### config.mk
export PLATFORM = sky130hd
export DESIGN_NAME = uart_fifo_bridge
export DESIGN_NICKNAME = d
export VERILOG_FILES = /design/src/rtl/uart_fifo_bridge.sv
export SDC_FILE = /design/constraint.sdc
export NUM_CORES = 1
export LEC_CHECK = 0
export ABC_AREA = 1
export CORE_ASPECT_RATIO = 0.75
export CORE_UTILIZATION = 37
export DETAILED_ROUTE_END_ITERATION = 8
export SLEW_MARGIN = 10
export SYNTH_ARGS = -nofsm -noshare
export SYNTH_HDL_FRONTEND = slang
export SYNTH_SLANG_ARGS = --single-unit
### constraint.sdc
create_clock -name CLK -period 4.3 [get_ports CLK]
set_input_delay 1.29 -clock CLK [delete_from_list [all_inputs] [get_ports CLK]]
set_output_delay 1.29 -clock CLK [all_outputs]
set_load 0.03 [all_outputs]
### src/rtl/uart_fifo_bridge.sv
// UART byte bridge between the CPU datapath handshake and the UART transceiver.
// One show-ahead FIFO per direction, stall-qualified CPU strobes, and a saturating RX overrun counter.

module uart_fifo_bridge_fifo #(
  parameter int DEPTH      = 8,
  parameter int LOG2_DEPTH = 3
) (
  input  logic                  CLK,
  input  logic                  reset,
  input  logic                  push_req,
  input  logic [7:0]            push_data,
  input  logic                  pop_req,
  output logic [7:0]            head,
  output logic                  not_empty,
  output logic                  full,
  output logic [LOG2_DEPTH:0]   count
);

  localparam logic [LOG2_DEPTH:0] PTR_ZERO = {(LOG2_DEPTH+1){1'b0}};
  localparam logic [LOG2_DEPTH:0] PTR_ONE  = {{LOG2_DEPTH{1'b0}}, 1'b1};

  logic [7:0]          mem_r [DEPTH];
  logic [LOG2_DEPTH:0] wptr_r;
  logic [LOG2_DEPTH:0] rptr_r;
  logic                empty_s;
  logic                full_s;
  logic                push_s;
  logic                pop_s;

  assign empty_s = (wptr_r == rptr_r);
  assign full_s  = (wptr_r[LOG2_DEPTH] != rptr_r[LOG2_DEPTH]) &&
                   (wptr_r[LOG2_DEPTH-1:0] == rptr_r[LOG2_DEPTH-1:0]);

  // Full and empty come from registered pointers, so a push while full or a pop while empty is dropped.
  assign push_s = push_req && !full_s;
  assign pop_s  = pop_req && !empty_s;

  // Pointer update; both pointers wrap modulo 2*DEPTH.
  always_ff @(posedge CLK or negedge reset) begin
    if (!reset) begin
      wptr_r <= PTR_ZERO;
      rptr_r <= PTR_ZERO;
    end else begin
      if (push_s) begin
        wptr_r <= wptr_r + PTR_ONE;
      end
      if (pop_s) begin
        rptr_r <= rptr_r + PTR_ONE;
      end
    end
  end

  // Storage write; contents are deliberately left unreset.
  always_ff @(posedge CLK) begin
    if (push_s) begin
      mem_r[wptr_r[LOG2_DEPTH-1:0]] <= push_data;
    end
  end

  // Show-ahead head byte, forced to zero while empty.
  always_comb begin
    head = 8'h00;
    if (!empty_s) begin
      head = mem_r[rptr_r[LOG2_DEPTH-1:0]];
    end else begin
      head = 8'h00;
    end
  end

  assign not_empty = !empty_s;
  assign full      = full_s;
  assign count     = wptr_r - rptr_r;

endmodule

module uart_fifo_bridge #(
  parameter int DEPTH      = 8,
  parameter int LOG2_DEPTH = 3
) (
  input  logic                CLK,
  input  logic                reset,
  input  logic                Stall,
  input  logic                DataOutReady,
  output logic [7:0]          DataOut,
  output logic                DataOutValid,
  input  logic                DataInValid,
  input  logic [7:0]          DataIn,
  output logic                DataInReady,
  input  logic [7:0]          uart_rx_data,
  input  logic                uart_rx_valid,
  output logic [7:0]          uart_tx_data,
  output logic                uart_tx_valid,
  input  logic                uart_tx_ready,
  output logic [LOG2_DEPTH:0] rx_count,
  output logic [LOG2_DEPTH:0] tx_count,
  output logic [7:0]          rx_overrun,
  input  logic                ovr_clear
);

  logic       rx_pop_req_s;
  logic       tx_push_req_s;
  logic       rx_full_s;
  logic       tx_full_s;
  logic       rx_drop_s;
  logic [7:0] rx_overrun_r;

  // CPU-side strobes only count on unstalled cycles, so a held strobe acts once per live cycle.
  assign rx_pop_req_s  = DataOutReady && !Stall;
  assign tx_push_req_s = DataInValid && !Stall;

  uart_fifo_bridge_fifo #(
    .DEPTH      (DEPTH),
    .LOG2_DEPTH (LOG2_DEPTH)
  ) u_rx_fifo (
    .CLK       (CLK),
    .reset     (reset),
    .push_req  (uart_rx_valid),
    .push_data (uart_rx_data),
    .pop_req   (rx_pop_req_s),
    .head      (DataOut),
    .not_empty (DataOutValid),
    .full      (rx_full_s),
    .count     (rx_count)
  );

  uart_fifo_bridge_fifo #(
    .DEPTH      (DEPTH),
    .LOG2_DEPTH (LOG2_DEPTH)
  ) u_tx_fifo (
    .CLK       (CLK),
    .reset     (reset),
    .push_req  (tx_push_req_s),
    .push_data (DataIn),
    .pop_req   (uart_tx_ready),
    .head      (uart_tx_data),
    .not_empty (uart_tx_valid),
    .full      (tx_full_s),
    .count     (tx_count)
  );

  assign DataInReady = !tx_full_s;
  assign rx_drop_s   = uart_rx_valid && rx_full_s;

  // Overrun counter: clear wins over a same-cycle drop, and the count sticks at 8'hFF.
  always_ff @(posedge CLK or negedge reset) begin
    if (!reset) begin
      rx_overrun_r <= 8'h00;
    end else if (ovr_clear) begin
      rx_overrun_r <= 8'h00;
    end else if (rx_drop_s && (rx_overrun_r != 8'hFF)) begin
      rx_overrun_r <= rx_overrun_r + 8'h01;
    end else begin
      rx_overrun_r <= rx_overrun_r;
    end
  end

  assign rx_overrun = rx_overrun_r;

endmodule

==> impl_metrics.toml, run 1 <==
[run]
drv_cap = 0

[synthesis]
yosys_warnings = 0
ys_seq_area_frac = 0.6486
synth.distinct_cells = 29
syn_nets = 696
ys_ff_latch = 152
synth_cells = 659
netlist_area_sq_um = 6852
syn_area_per_cell_sq_um = 10.40

[cells_and_area]
nets = 761
antenna_cells = 0
fill_cells = 1649
design_area_sq_um = 8294
syn_to_final_growth_pct = 21.06
drive_gt1_frac = 0.08820

[power]
p_sw_frac = 0.4103
seq_power_share = 0.293
power_frac_clock = 0.238
ir_drop_mv = 0.5627
leakagePower_nw = 3.200
p_int_w = 0.003911
p_comb_frac = 0.469
p_per_area_nw_per_um2 = 799.5
power.switching_w = 0.002721

[timing]
finalClockSkew_ns = 0.009044
relSlewSlack = 0.3449
min_period_over_period = 0.9196
post-route-min-period_ns = 3.954
worstMarginPinSlew_ns = 0.9791
hold_violations = 0
finalSetupViolCount = 0
setup_ws_ns = 0.3456
tns_ns = 0
max_freq_mhz = 252.9
finalMaxSlewViolations = 0
rsz0062_at_grt = "no"

[min_path]
hold_class = "flop to flop"

[placed_design]
dp_hpwl_um = 10220
place_area_sq_um = 7674
place_ws_ns = 0.7568
io_buffer_count = 58
routabilityCongestion = 0.8419

[routing]
drc = 0
vias = 4792
ant_nets = 0
viasPerCell = 4.895
totalWireLength_um = 15250
first_pass_iters = 5
wire_per_inst_um = 15.58
drt_iter0_drc = 337

[worst_setup_path]
crit_required_ns = 3.01
cp-end-kind = "primary output"
worstPathMaxFanout = 18
worst_ep_arrival_time_ns = 2.66
worstSetupPathType = "flop to primary output"
cp-start-kind = "flop"
r2r_slack_ns = 1.72

[global_routing]
overflow = 0
grt_pass1_vias = 4784
grt_max_degree = 36
grt_pass1_wl_um = 25130
grt_antenna_before_repair = 0
grt_usage = 0.1727

[floorplan]
dieArea_sq_um = 19070
core-area_sq_um = 17870
die_w_um = 159.1
start_util = 0.3835
pin_count = 59
die_h_um = 119.9
rows = 42

[cts]
htreeDepth = 4
root_buffer = "clkbuf_16"
cts_tree = "done"
numCtsBuffers = 17
clk_pin_slew_ns = 0.06
insertion_delay_ns = 0.42
post-cts-setup-buffer-count = 0
clock_sinks = 152
cts.repair.resized = 0
cts-hold-fix-buffers = 0
ctsLongestPathBuffers = 2

[status]
status = "completed"
[Yosys cell counts]
| cell | n | area share |
|---|---|---|
| edfxtp_1 | 128 | 0.56 |
| inv_2 | 5 | 0.0027 |
| clkbuf_2 | 4 | 0.0029 |
| ha_1 | 11 | 0.020 |
| o21bai_1 | 1 | 0.0011 |
| dfrtp_1 | 24 | 0.088 |
| buf_4 | 10 | 0.011 |
| nor2_2 | 2 | 0.0018 |
| nand3_1 | 41 | 0.030 |
| nor3_1 | 4 | 0.0029 |
| inv_4 | 1 | 0.00091 |
| nand2_2 | 4 | 0.0037 |
| nor2_1 | 184 | 0.10 |
| xnor2_1 | 4 | 0.0051 |
| nand3_2 | 1 | 0.0015 |
| inv_1 | 29 | 0.016 |
| fa_1 | 2 | 0.0058 |
| o21ai_1 | 12 | 0.0088 |
| xor2_1 | 7 | 0.0089 |
| a21oi_1 | 8 | 0.0058 |
| nand3_4 | 2 | 0.0051 |
| o21ai_0 | 59 | 0.043 |
| nand2_1 | 98 | 0.054 |
| nor2_4 | 4 | 0.0066 |
| buf_1 | 1 | 0.00055 |
| nand2_4 | 1 | 0.0016 |
| buf_6 | 2 | 0.0033 |
| o21a_1 | 1 | 0.0011 |
| buf_2 | 9 | 0.0066 |
[worst paths after layout]
check / startpoint / endpoint / cells past startpoint
min in group asynchronous: reset / rx_overrun[1] / 1
worst min-delay path: u_tx_fifo.rptr_r[3] / u_tx_fifo.rptr_r[3] / 2
worst min register to register: u_tx_fifo.rptr_r[3] / u_tx_fifo.rptr_r[3] / 2
worst max-delay path: u_tx_fifo.rptr_r[1] / uart_tx_data[1] / 8
max in group asynchronous: reset / u_rx_fifo.rptr_r[1] / 1
worst max register to register: u_rx_fifo.rptr_r[1] / u_rx_fifo.mem_r[4][6] / 7
[layout by cell type, fill, tap and decap left out, types with 5 or more instances in the layout]
| cell type | Yosys | final |
|---|---|---|
| nor2_1 | 184 | 184 |
| edfxtp_1 | 128 | 128 |
| nand2_1 | 98 | 98 |
| o21ai_0 | 59 | 59 |
| clkdlybuf4s50_1 | 0 | 57 |
| nand3_1 | 41 | 41 |
| inv_1 | 29 | 29 |
| dfrtp_1 | 24 | 24 |
| clkbuf_16 | 0 | 17 |
| buf_4 | 10 | 14 |
| o21ai_1 | 12 | 12 |
| ha_1 | 11 | 11 |
| a21oi_1 | 8 | 8 |
| xor2_1 | 7 | 7 |
| inv_2 | 5 | 5 |
| clkinvlp_4 | 0 | 5 |
[cell type report]
cell class	count	area, sq um	share of cell area
clock buffers	19	432.9	0.05219
clock inverters	13	192.7	0.02323
inverters	35	133.9	0.01614
multi-input cells	446	2107	0.2540
flip-flops and latches	152	4444	0.5358
well taps	242	302.8	0.03651
repair buffers	72	680.7	0.08206
[per-layer routing]
metal | track usage | wire [um]
met5 | 0 | 0
met3 | 0.03802 | 549
met1 | 0.2420 | 7581
met2 | 0.2651 | 6959
met4 | 0.05950 | 158
[state kept, by name, indices dropped and copies added (netlist names)]
name	cells
rx_overrun	8
u_rx_fifo.mem_r	64
u_rx_fifo.rptr_r	4
u_rx_fifo.wptr_r	4
u_tx_fifo.mem_r	64
u_tx_fifo.rptr_r	4
u_tx_fifo.wptr_r	4
[power groups by stage]
stage                     Sequential, W  Clock, W  Combinational (W)
after global placement          0.00196         0            0.00307
final                           0.00194   0.00158            0.00311
after detailed placement        0.00197         0            0.00313
after global routing            0.00197   0.00167            0.00342
after floorplan                 0.00194         0            0.00212
after CTS                       0.00194   0.00161            0.00314
[critical path, cell delays in order, from the launching register on]
cell,delay (ns)
dfrtp_1,0.41
inv_4,0.18
ha_1,0.26
inv_1,0.07
nor2_1,0.06
nand3_1,0.34
nand2_1,0.12
nor2_1,0.13
clkdlybuf4s50_1,0.68
[per-stage QoR]
| stage | total power (W) | hold WS [ns] | utilization | instances |
|---|---|---|---|---|
| final | 0.006631 | 0.5390 | 0.4642 | 979 |
| after global routing | 0.007051 | 0.5754 | 0.4642 | 979 |
| after CTS | 0.006695 | 0.5345 | 0.4645 | 979 |
| after detailed placement | 0.005098 | 0.5204 | 0.4295 | 947 |
| after global placement | 0.005036 | 0.5112 | 0.4295 | 947 |
| after floorplan | 0.004059 | 0.4887 | - | 659 |
[cell families (layout without fill, tap and decap cells)]
kind of cell / Yosys count / after routing / synth area share
compound gates: 81 / 81 / 0.05990
fa+ha+maj: 13 / 13 / 0.02593
xor+xnor: 11 / 11 / 0.01406
simple gates: 341 / 341 / 0.2076
buf+inv: 61 / 139 / 0.04383
flops: 152 / 152 / 0.6486
(Power assumes the default switching activity.)
==> run 2, diff against run 1 <==
--- a/config.mk
+++ b/config.mk
@@ -7,6 +7,7 @@
 export LEC_CHECK = 0
 export ABC_AREA = 1
 export CORE_ASPECT_RATIO = 0.75
+export CORE_MARGIN = 2
 export CORE_UTILIZATION = 37
 export DETAILED_ROUTE_END_ITERATION = 8
 export SLEW_MARGIN = 10
==> impl_metrics.toml, run 2 (synthesis gave the netlist of run 1 again) <==
[worst_setup_path]
cp_cell_sequence = "inv_1, ha_1, nand2_1, nor2_1, nand3_1, nand2_1, nor2_1, clkdlybuf4s50_1"
worstSetupPathType = "flop to primary output"
crit_buf_inv = 2
path_depth = 8
crit_required_ns = 3.01
reg2reg_depth = 7
cp_top_family = "simple AND/OR/NAND/NOR gates"
worst_ep_arrival_time_ns = 2.73
max_stage_delay_ns = 0.59
slowest_stage = "clkdlybuf4s50_1"
cp-end-kind = "primary output"
worstPathMaxFanout = 11
cp-start-kind = "flop"

[routing]
viasPerCell = 4.849
totalWireLength_um = 15140
drc = 0
wire_per_inst_um = 15.32
first_pass_iters = 5
drt_iter0_drc = 359
vias = 4791
ant_nets = 0

[global_routing]
grt_antenna_before_repair = 0
overflow = 0
grt_usage = 0.1586
grt_max_degree = 34
grt_pass1_vias = 4493
grt_pass1_wl_um = 23690

[floorplan]
dieArea_sq_um = 19630
core-area_sq_um = 18290
rows = 43
start_util = 0.3746
die_w_um = 161.1
pin_count = 59
die_h_um = 121.9

[placed_design]
io_buffer_count = 58
routabilityCongestion = 0.8499
place_area_sq_um = 7710
dp.cells = 956
place_ws_ns = 0.7497
dp_hpwl_um = 9825

[cells_and_area]
syn_to_final_growth_pct = 21.68
final-seq-area_sq_um = 4444
fin_cells = 988
layout_commonest_cell = "nor2_1"
layout_common_cells = "nor2_1 (184), edfxtp_1 (128), nand2_1 (98), o21ai_0 (59), clkdlybuf4s50_1 (58)"
design_area_sq_um = 8337
drive_gt1_frac = 0.09177
antenna_cells = 0
multi_input_area_sq_um = 2107
utilization = 0.4557
fill_cells = 1685
nets = 765

[timing]
finalSetupViolCount = 0
hold_violations = 0
finalMaxSlewViolations = 0
max_freq_mhz = 248.7
worstMarginPinSlew_ns = 0.9275
rsz0062_at_grt = "no"
setup_ws_ns = 0.2786
min_period_over_period = 0.9352
finalClockSkew_ns = 0.01046
post-route-min-period_ns = 4.021
relSlewSlack = 0.3794
tns_ns = 0

[cts]
htreeDepth = 4
numCtsBuffers = 17
post-cts-setup-buffer-count = 0
cts_tree = "done"
insertion_delay_ns = 0.42
root_buffer = "clkbuf_16"
clk_pin_slew_ns = 0.06
cts.repair.resized = 0
ctsLongestPathBuffers = 2
clock_sinks = 152
cts-hold-fix-buffers = 0

[min_path]
whs_path_depth = 2
hold_class = "flop to flop"

[power]
p_per_area_nw_per_um2 = 794.7
ir_drop_mv = 0.4327
leakagePower_nw = 3.235

[status]
status = "completed"

[run]
drv_cap = 0
## run 2: cell types whose count changed in the layout (fill, tap and decap cells not counted)
cell | previous run | this run
inv_6 | 4 | 3
clkinv_2 | 0 | 1
clkinv_4 | 0 | 4
buf_2 | 1 | 0
clkdlybuf4s50_1 | 57 | 58
buf_4 | 14 | 18
clkinvlp_4 | 5 | 1
## run 2: area by class of cell
| cell class | instances | area share |
|---|---|---|
| flip-flops and latches | 152 | 0.5331 |
| multi-input cells | 446 | 0.2527 |
| repair buffers | 76 | 0.08585 |
| clock buffers | 19 | 0.05193 |
| well taps | 247 | 0.03707 |
| clock inverters | 13 | 0.02326 |
| inverters | 35 | 0.01606 |
## run 2: per-stage QoR
stage	power, W	hold WS, ns
global route	0.007041	0.5748
floorplan	0.004059	0.4887
global placement	0.005043	0.5121
CTS	0.006677	0.5446
finish	0.006625	0.5407
detailed placement	0.005076	0.5258
## run 2: where the power goes
| part | switching, W | leakage [nW] | internal, W |
|---|---|---|---|
| combinational | 0.00199 | 1.47 | 0.00112 |
| sequential | 0.000106 | 1.46 | 0.00182 |
| clock | 0.000605 | 0.303 | 0.000980 |
| total | 0.00270 | 3.23 | 0.00392 |
## run 2: final timing paths
path / startpoint / to / slack, ns
worst max-delay path: u_tx_fifo.wptr_r[0] / uart_tx_data[7] / 0.28
worst min-delay path: u_tx_fifo.rptr_r[3] / u_tx_fifo.rptr_r[3] / 0.54
worst max register to register: u_rx_fifo.rptr_r[1] / u_rx_fifo.mem_r[4][7] / 1.72
worst min register to register: u_tx_fifo.rptr_r[3] / u_tx_fifo.rptr_r[3] / 0.54
max in group asynchronous: reset / u_rx_fifo.rptr_r[3] / 2.80
min in group asynchronous: reset / rx_overrun[0] / 1.24
## run 2: worst reg2reg max path, delay by kind of cell, from the launching register on
family | cells | cell delay, ns
adder cells (fa/ha/maj) | 1 | 0.32
buffers and inverters | 1 | 0.27
flip-flops | 1 | 0.39
AND/OR/NAND/NOR | 5 | 1.22
## run 2: metal layers
layer,vias to the layer above,track usage,wire (um)
li1,2358,-,-
met1,2283,0.2263,7296
met2,134,0.2422,6845
met3,16,0.03813,823
met4,0,0.04632,175
met5,-,0,0
